==> src/rtl/mmio_io_hub.sv <==
// mmio_io_hub: memory-mapped byte-stream channels with TX/RX FIFOs,
// plus cycle and retired-instruction counters for the MIPS150 core.
module mmio_io_hub #(
    parameter int          NUM_CH     = 2,
    parameter int          FIFO_DEPTH = 8,
    parameter logic [31:0] BASE_ADDR  = 32'h8000_0000
) (
    input  logic                clk,
    input  logic                rst,
    input  logic [31:0]         addr,
    input  logic                re,
    input  logic [3:0]          we,
    input  logic [31:0]         din,
    output logic [31:0]         dout,
    output logic                hit,
    input  logic                stall,
    input  logic                instr_retire,
    output logic [8*NUM_CH-1:0] tx_data,
    output logic [NUM_CH-1:0]   tx_valid,
    input  logic [NUM_CH-1:0]   tx_ready,
    input  logic [8*NUM_CH-1:0] rx_data,
    input  logic [NUM_CH-1:0]   rx_valid,
    output logic [NUM_CH-1:0]   rx_ready
);
    localparam int PW = $clog2(FIFO_DEPTH);
    localparam int CW = PW + 1;
    localparam logic [CW-1:0] FULL = CW'(FIFO_DEPTH);

    logic [7:0]          off;
    logic                rd_v;
    logic                wr_v;
    logic                cnt_clr;
    logic [NUM_CH-1:0]   sel;
    logic [NUM_CH-1:0]   st_rd;
    logic [NUM_CH-1:0]   rx_pop;
    logic [NUM_CH-1:0]   tx_wr;
    logic [NUM_CH-1:0]   tx_full;
    logic [NUM_CH-1:0]   rx_empty;
    logic [NUM_CH-1:0]   tx_ovf;
    logic [8*NUM_CH-1:0] rx_head;
    logic [31:0]         cyc_cnt;
    logic [31:0]         ins_cnt;
    logic [31:0]         rdata;
    logic                unused_din;

    assign unused_din = ^din[31:8];

    assign off     = addr[7:0];
    assign hit     = addr[31:8] == BASE_ADDR[31:8];
    assign rd_v    = hit && !stall && re;
    assign wr_v    = hit && !stall && (we != 4'b0);
    assign cnt_clr = wr_v && off == 8'hF8;

    always_comb begin
        for (int c = 0; c < NUM_CH; c++) begin
            sel[c]    = !off[7] && off[6:4] == 3'(c);
            st_rd[c]  = rd_v && sel[c] && off[3:0] == 4'h0;
            rx_pop[c] = rd_v && sel[c] && off[3:0] == 4'h4 && !rx_empty[c];
            tx_wr[c]  = wr_v && we[0] && sel[c] && off[3:0] == 4'h8;
        end
    end

    for (genvar c = 0; c < NUM_CH; c++) begin : g_ch
        logic [7:0]    tx_mem [FIFO_DEPTH];
        logic [7:0]    rx_mem [FIFO_DEPTH];
        logic [PW-1:0] tx_rp;
        logic [PW-1:0] tx_wp;
        logic [PW-1:0] rx_rp;
        logic [PW-1:0] rx_wp;
        logic [CW-1:0] tx_cnt;
        logic [CW-1:0] rx_cnt;
        logic          tx_push;
        logic          tx_pop;
        logic          rx_push;
        logic          ovf;

        assign tx_full[c]  = tx_cnt == FULL;
        assign tx_valid[c] = tx_cnt != '0;
        assign rx_empty[c] = rx_cnt == '0;
        assign rx_ready[c] = rx_cnt != FULL;
        assign tx_push     = tx_wr[c] && !tx_full[c];
        assign tx_pop      = tx_valid[c] && tx_ready[c];
        assign rx_push     = rx_valid[c] && rx_ready[c];
        assign tx_ovf[c]   = ovf;
        assign rx_head[8*c +: 8] = rx_mem[rx_rp];
        // Empty FIFO shows 0 so the reset value of tx_data is defined.
        assign tx_data[8*c +: 8] = tx_valid[c] ? tx_mem[tx_rp] : 8'h00;

        always_ff @(posedge clk) begin
            if (tx_push) tx_mem[tx_wp] <= din[7:0];
            if (rx_push) rx_mem[rx_wp] <= rx_data[8*c +: 8];
        end

        always_ff @(posedge clk or negedge rst) begin
            if (!rst) begin
                tx_rp  <= '0;
                tx_wp  <= '0;
                tx_cnt <= '0;
                rx_rp  <= '0;
                rx_wp  <= '0;
                rx_cnt <= '0;
                ovf    <= 1'b0;
            end else begin
                if (tx_push) tx_wp <= tx_wp + 1'b1;
                if (tx_pop)  tx_rp <= tx_rp + 1'b1;
                tx_cnt <= tx_cnt + CW'(tx_push) - CW'(tx_pop);
                if (rx_push)   rx_wp <= rx_wp + 1'b1;
                if (rx_pop[c]) rx_rp <= rx_rp + 1'b1;
                rx_cnt <= rx_cnt + CW'(rx_push) - CW'(rx_pop[c]);
                // A new overflow beats a clearing STATUS read.
                if (tx_wr[c] && tx_full[c]) ovf <= 1'b1;
                else if (st_rd[c])          ovf <= 1'b0;
            end
        end
    end

    always_comb begin
        rdata = '0;
        unique case (1'b1)
            off == 8'hF0: rdata = cyc_cnt;
            off == 8'hF4: rdata = ins_cnt;
            default: ;
        endcase
        for (int c = 0; c < NUM_CH; c++) begin
            if (sel[c]) begin
                case (off[3:0])
                    4'h0: rdata = {29'd0, tx_ovf[c], !rx_empty[c], !tx_full[c]};
                    4'h4: rdata = rx_empty[c] ? 32'd0 : {24'd0, rx_head[8*c +: 8]};
                    default: ;
                endcase
            end
        end
    end

    always_ff @(posedge clk or negedge rst) begin
        if (!rst) begin
            dout    <= '0;
            cyc_cnt <= '0;
            ins_cnt <= '0;
        end else begin
            if (rd_v) dout <= rdata;
            if (cnt_clr) begin
                cyc_cnt <= '0;
                ins_cnt <= '0;
            end else begin
                cyc_cnt <= cyc_cnt + 32'd1;
                if (instr_retire && !stall) ins_cnt <= ins_cnt + 32'd1;
            end
        end
    end
endmodule

==> config.mk <==
export PLATFORM = sky130hd
export DESIGN_NAME = mmio_io_hub
export DESIGN_NICKNAME = d
export VERILOG_FILES = /design/src/rtl/mmio_io_hub.sv
export SDC_FILE = /design/constraint.sdc
export NUM_CORES = 1
export LEC_CHECK = 0
export BUFFER_PORTS_ARGS = -buffer_cell sky130_fd_sc_hd__buf_2
export CAP_MARGIN = 20
export CORE_MARGIN = 5
export CORE_UTILIZATION = 35
export DETAILED_ROUTE_END_ITERATION = 12
export PLACE_DENSITY = 0.56
export SETUP_SLACK_MARGIN = 0.3
export SYNTH_ARGS = -nofsm -noshare
export SYNTH_HDL_FRONTEND = slang
export SYNTH_SLANG_ARGS = --single-unit
==> constraint.sdc <==
create_clock -name clk -period 3 [get_ports clk]
set_input_delay 0.45 -clock clk [delete_from_list [all_inputs] [get_ports clk]]
set_output_delay 0.45 -clock clk [all_outputs]
set_load 0.05 [all_outputs]
==> reports/results.tsv, run 1 <==
stage	metric	value	unit
synthesis	Synth Warn #	0	
power	total power	15.0	mW
global_routing	grt total ovfl	0	
global_routing	largest net degree at the start of global routing	64	
clock_tree	TritonCTS buffer count	42	
timing	setup TNS	0	ns
layout	Ant. Diodes	0	
die	CORE AREA	47900	um^2
synthesis	count leader, synth	edfxtp_1	
layout	Area Overhead vs Synth	18.5	%
worst_setup_path	biggest cell delay along the critical path	0.55	ns
drt	WL final	38500	um
global_routing	initial antenna violation count	9	
die	die extent in y	231	um
clock_tree	CTS tree	built	
synthesis	sequential area share after synthesis	65.5	%
die	chip width	231	um
synthesis	synthesized instance count	1167	
worst_setup_path	R2R depth	12	
clock_tree	clk_lat worst skew	0.56	ns
die	die area	53100	um^2
status	status	complete, no violations	
power	Lkg Pwr	7.71	nW
timing	Final period util	86.0	%
job	max cap viols	0	
drt	DR pass1 iterations	5	
worst_setup_path	crit-path cells	buf_8, mux4_2, mux2i_1, nor2_1, buf_2	
layout	final core utilization	42.1	%
synthesis	Synth cell types	55	
global_routing	GR Util All Layers	14.5	%
timing	Final Hold Violating Endpoints	0	
timing	Slew Limit Fails	0	
worst_setup_path	reg-to-reg slack, setup	0.52	ns
drt	drc violations	0	
synthesis	Post-synth EDFFs	256	
layout	area occupied by multi-input gates	5650	um^2
drt	DR vias/cell	5.12	
synthesis	flops & latches, synth	394	
clock_tree	root buf cell	clkbuf_16	
worst_setup_path	Setup CP Type	flip-flop to primary output	
synthesis	post-synth top area cell	edfxtp_1	
layout	Finished Cell Area	20200	um^2
worst_setup_path	Worst Path Required	2.55	ns
clock_tree	Clock transition at path regs	0.06	ns
timing	Rel. slew slack	43.6	%
worst_setup_path	crit path launch type	flip-flop	
layout	final cell count without fillers	1997	
hold_path	Hold Crit Depth	1	
clock_tree	clock sink count	394	
hold_path	Hold/Removal Path Class	input port to flip-flop	
die	IO Count	146	
die	row count	80	
clock_tree	Max clock buf depth	3	
drt	wire per inst	19.3	um
worst_setup_path	Arr. time, crit path	2.13	ns
synthesis	top area cells in the synthesized netlist	edfxtp_1, dfrtp_1, mux4_2, nor2_1, ha_1	
placed_design	Detailed Place HPWL	26400	um
synthesis	Synth top area share	45.2	%
drt	antenna-violating nets left	0	
clock_tree	post-CTS setup buffers	0	
layout	FILL cells	4350	
global_routing	vias in the first global route	10300	
worst_setup_path	Levels on crit path	5	
worst_setup_path	peak fanout along the critical path	18	
layout	share of post-route cells with drive strength above 1	26.0	%
placed_design	Port Buffer Count	121	
synthesis	FFs w/ async S/R, synth	35.0	%
clock_tree	H-tree levels	2	
timing	RSZ-0062 raised after global routing	yes	
global_routing	first-pass GRT wire length	60600	um
layout	Nets	1481	
timing	clock skew	0.0252	ns
drt	drt initial violations	792	
hold_path	hold endpoint	g_ch[1].rx_mem[3][5]	
worst_setup_path	RR Startpoint	g_ch[1].tx_cnt[2]	
power	Max VDD drop	0.000375	V
placed_design	Area after DPL	18800	um^2
power	Power Dens Cells	744	nW/um^2
drt	vias	10200	
timing	min cycle time layout	2.58	ns
worst_setup_path	Slowest cell on crit path	mux4_2	
die	initial core utilization	35.5	%
layout	Register Area	11100	um^2
synthesis	Syn Nets	1298	
worst_setup_path	crit end category	primary output	
synthesis	ys flop type	edfxtp_1	
timing	setup violators final	0	
synthesis	Post-Syn Area	17000	um^2
synthesis	synthesized area per cell	14.6	um^2
worst_setup_path	Buf+Inv Stages, Crit Path	2	
placed_design	Final Wtd Congestion	0.776	
timing	Slew @ Worst Pin	0.838	ns
placed_design	Inst Count DP	1920	
hold_path	Worst Min Path Start	rx_data[13]	
worst_setup_path	delay-heaviest family, CP	multiplexers	
worst_setup_path	worst r2r dst	g_ch[1].tx_cnt[3]	
synthesis	top cells by count, synth	edfxtp_1, nor2_1, dfrtp_1, mux4_2, nand2_1	
timing	Max Freq	387	MHz
[layout make-up]
class	count	area share (%)
Inverter	37	0.689
Tap cell	615	3.82
Clock buffer	52	5.40
Multi-Input combinational cell	690	28.0
Clock inverter	24	1.09
Sequential cell	394	55.2
Timing Repair Buffer	185	5.78
[what timing repair did]
action,in CTS,in global routing
endpoints found under the setup margin,13,11
gates resized for setup,4,3
hold buffers,1,0
endpoints found under the hold margin,55,0
[registers in the layout (all words and copies together) (netlist names)]
| name | cells |
|---|---|
| g_ch.rx_wp | 6 |
| g_ch.tx_cnt | 8 |
| dout | 32 |
| g_ch.ovf | 2 |
| g_ch.tx_wp | 6 |
| g_ch.rx_mem | 128 |
| ins_cnt | 32 |
| g_ch.rx_rp | 6 |
| g_ch.tx_mem | 128 |
| cyc_cnt | 32 |
| g_ch.rx_cnt | 8 |
| g_ch.tx_rp | 6 |
[through the flow]
step / hold WS (ns) / setup slack [ns]
after floorplan: 0.154 / 0.205
after global placement: 0.476 / 0.0651
after detailed placement: 0.470 / 0.00546
after CTS: 0.134 / 0.284
after global routing: 0.150 / 0.298
final: 0.168 / 0.419
[placed cells by master (no fill, tap or decap), drive strengths merged, types with 3 or more instances in the layout]
cell type / n
a2111oi: 3
a21o: 4
a21oi: 56
a222oi: 5
a22oi: 25
and2: 6
and3: 12
and4: 4
buf: 184
bufinv: 3
clkbuf: 52
clkinv: 17
clkinvlp: 4
dfrtp: 138
edfxtp: 256
fa: 4
ha: 34
inv: 37
mux2: 15
mux2i: 20
mux4: 63
nand2: 62
nand2b: 11
nand3: 39
nand4: 20
nor2: 140
nor2b: 4
nor3: 16
nor4: 17
nor4b: 5
o21ai: 6
o31ai: 9
or2: 4
or3: 8
or3b: 3
or4: 9
xnor2: 30
xor2: 40
[logic make-up after synthesis]
logic type               synth area share [%]
flip-flops                               65.5
buffers and inverters                    1.95
multiplexers                             10.5
XOR/XNOR                                 3.60
AND/OR/NAND/NOR                          11.0
AO/OA/AOI/OAI                            4.54
adder cells (fa/ha/maj)                  2.97
[report_power, final]
group | internal (mW) | switching (mW) | total (mW)
clock | 2.85 | 2.12 | 4.97
sequential | 6.32 | 0.370 | 6.69
combinational | 1.33 | 2.02 | 3.35
[layer usage]
metal	GRT usage [%]	vias up	routed length, um
met5	0	-	128
met4	3.34	16	688
met3	3.83	64	2280
met2	22.5	225	18100
met1	20.5	5174	17400
li1	-	4754	-
[worst reg2reg max path, delay by kind of cell, from the launching register on]
family | cells | cell delay (ns)
AND/OR/NAND/NOR | 3 | 0.74
adder cells (fa/ha/maj) | 3 | 0.57
flip-flops | 1 | 0.35
AO/OA/AOI/OAI | 2 | 0.35
buffers and inverters | 3 | 0.25
XOR/XNOR | 1 | 0.15
[how the worst max path moves through the flow]
stage | endpoint | slack [ns] | from
after floorplan | g_ch[1].rx_cnt[1] | 0.21 | addr[18]
after CTS | tx_data[3] | 0.28 | g_ch[0].tx_rp[0]
final | tx_data[14] | 0.42 | g_ch[1].tx_rp[0]
after detailed placement | g_ch[0].rx_cnt[2] | 0.005 | addr[15]
after global placement | g_ch[0].rx_cnt[2] | 0.07 | addr[15]
after global routing | tx_data[6] | 0.30 | g_ch[0].tx_rp[0]
No activity file was read; power rests on OpenSTA's default activity.
==> run 2: changes to the inputs <==
==> constraint.sdc (replaced) <==
create_clock -name clk -period 2.5 [get_ports clk]
set_input_delay 0.375 -clock clk [delete_from_list [all_inputs] [get_ports clk]]
set_output_delay 0.375 -clock clk [all_outputs]
set_load 0.05 [all_outputs]
==> reports/results.tsv, run 2 (same netlist as run 1, synthesis figures left out) <==
stage	metric	value	unit	change
status	status	complete, but fails checks		
status	failing checks	setup timing		
timing	Final period util	101	%	
timing	Max Freq	396	MHz	
global_routing	grt total ovfl	0		unchanged
timing	Slew @ Worst Pin	0.719	ns	-0.119 ns
worst_setup_path	Setup CP Type	flip-flop to primary output		
die	CORE AREA	47900	um^2	unchanged
global_routing	first-pass GRT wire length	62900	um	+3.8%
placed_design	Final Wtd Congestion	0.799		+3.0%
clock_tree	TritonCTS buffer count	43		+2.4%
clock_tree	root buf cell	clkbuf_16		
layout	most frequent cells in the layout	edfxtp_1, dfrtp_1, nor2_1		
global_routing	GR Util All Layers	15.1	%	+0.62 points
timing	Slew Limit Fails	0		unchanged
worst_setup_path	Arr. time, crit path	2.15	ns	+0.02 ns
drt	WL final	40100	um	+4.2%
layout	Nets	1550		+4.7%
die	die area	53100	um^2	unchanged
placed_design	Port Buffer Count	121		unchanged
worst_setup_path	peak fanout along the critical path	4		-14
global_routing	vias in the first global route	10800		+5.0%
layout	FILL cells	4237		-2.6%
layout	largest registers	g_ch.rx_mem: 128 flops, g_ch.tx_mem: 128 flops		
worst_setup_path	biggest cell delay along the critical path	0.53	ns	-0.02 ns
timing	RSZ-0062 raised after global routing	yes		
die	IO Count	146		unchanged
timing	min cycle time layout	2.53	ns	
drt	DR pass1 iterations	5		unchanged
worst_setup_path	Slowest cell on crit path	mux4_2		
layout	share of post-route cells with drive strength above 1	36.1	%	+10 points
power	Max VDD drop	0.000528	V	+41%
worst_setup_path	crit end category	primary output		
power	switching share of total power	29.7	%	-0.36 points
layout	Area Overhead vs Synth	28.2	%	
drt	DR vias/cell	5.10		-0.48%
global_routing	initial antenna violation count	1		-8
die	initial core utilization	35.5	%	unchanged
clock_tree	clock sink count	394		unchanged
clock_tree	Clock transition at path regs	0.06	ns	about the same
worst_setup_path	Worst Path Required	2.12	ns	-0.43 ns
drt	drc violations	0		unchanged
clock_tree	Max clock buf depth	3		unchanged
clock_tree	H-tree levels	2		unchanged
layout	Register Area	11100	um^2	about the same
power	Clk pwr share	32.7	%	-0.4 points
die	row count	80		unchanged
clock_tree	CTS tree	built		
clock_tree	clk_lat worst skew	0.57	ns	about the same
timing	Rel. slew slack	51.4	%	+7.8 points
timing	setup ws final	-0.0272	ns	-0.446 ns
placed_design	Detailed Place HPWL	27500	um	+4.3%
worst_setup_path	crit path launch type	flip-flop		
power	total power	19.6	mW	+30%
timing	clock skew	0.0237	ns	-0.00151 ns
layout	commonest non-fill, non-tap cell in the layout	edfxtp_1		
timing	final hold slack	0.0771	ns	-0.0909 ns
power	share of total power in combinational logic	26.0	%	+3.7 points
die	die extent in y	231	um	unchanged
power	Power Dens Cells	898	nW/um^2	+21%
power	Lkg Pwr	8.26	nW	+7.2%
timing	Final Hold Violating Endpoints	0		unchanged
job	max cap viols	0		unchanged
worst_setup_path	Most Frequent Cell on Critical Path	buf_6		
power	Psw	5.81	mW	+29%
power	Reg power frac	41.3	%	-3.3 points
timing	setup violators final	5		+5
drt	vias	10600		+3.1%
global_routing	largest net degree at the start of global routing	64		unchanged
layout	area occupied by multi-input gates	6180	um^2	+9.4%
drt	drt initial violations	733		-7.4%
worst_setup_path	crit-path cells	buf_6, buf_16, mux4_2, mux2i_1, nor2_2, buf_6		
drt	wire per inst	19.4	um	+0.53%
power	cell internal pwr	13.8	mW	+31%
placed_design	Place WS	-0.325	ns	-0.330 ns
drt	antenna-violating nets left	0		unchanged
hold_path	Hold/Removal Path Class	input port to flip-flop		
die	chip width	231	um	unchanged
[run 2: changes by cell type in the layout (fill, tap and decap cells not counted), sizes merged]
cell	previous run	this run
diode	0	1
clkinvlp	4	6
buf	184	252
clkbuf	52	51
bufinv	3	5
[run 2: final timing paths]
path / start / endpoint / slack [ns] / cells past startpoint
hold reg to reg: g_ch[1].ovf / g_ch[1].ovf / 0.52 / 2
max in group asynchronous: rst / g_ch[1].tx_rp[1] / 1.37 / 3
setup reg to reg: g_ch[0].tx_cnt[3] / g_ch[0].tx_cnt[2] / 0.17 / 10
min in group asynchronous: rst / cyc_cnt[31] / 0.38 / 2
setup / recovery: g_ch[1].tx_rp[0] / tx_data[14] / -0.03 / 6
hold / removal: rx_data[14] / g_ch[1].rx_mem[1][6] / 0.08 / 1
[run 2: final cells by class]
type,count,area share [%]
Inverter,37,0.682
Tap cell,615,3.53
Clock inverter,28,1.32
Clock buffer,51,5.26
Timing Repair Buffer,253,9.80
Multi-Input combinational cell,690,28.3
Antenna cell,1,0.0115
Sequential cell,394,51.1
[run 2: per-stage QoR]
step	cell area [um^2]	std cells	TNS (ns)	util (%)
5_1_grt	21800	2068	-0.951	45.5
2_1_floorplan	17400	1167	-1.63	-
4_1_cts	21600	2063	-0.499	45.1
6_report	21800	2069	-0.0881	45.5
3_3_place_gp	19600	1960	-10.62	41.0
3_5_place_dp	19600	1960	-16.61	41.0
[run 2: layer usage]
metal	vias to the layer above	track usage (%)	part of all wire [%]
met4	2	5.06	2.7
met2	213	24.8	49
met5	-	0	0.032
met1	5351	20.4	43
li1	4921	-	-
met3	64	2.74	4.4
[run 2: power by group through the flow]
stage | combinational [mW] | clock [mW] | sequential (mW)
2_1_floorplan | 3.25 | 0 | 7.95
6_report | 5.09 | 6.41 | 8.09
4_1_cts | 5.06 | 6.60 | 8.08
5_1_grt | 5.55 | 6.92 | 8.16
3_5_place_dp | 4.34 | 0 | 8.19
3_3_place_gp | 4.25 | 0 | 8.17
[run 2: repair_timing]
item / CTS / global route
resized for setup: 85 / 37
endpoints found under the hold margin: 58 / 0
hold buffers: 1 / 0
setup endpoints to repair: 129 / 164
buffers inserted: 21 / 5
cloned: 2 / 0
pin swaps: 22 / 30
[run 2: worst max-delay path: cells and delay by family (launching register included)]
kind / cells / cell delay (ns)
simple gates: 1 / 0.05
flops: 1 / 0.44
buf+inv: 3 / 0.39
mux: 2 / 0.71
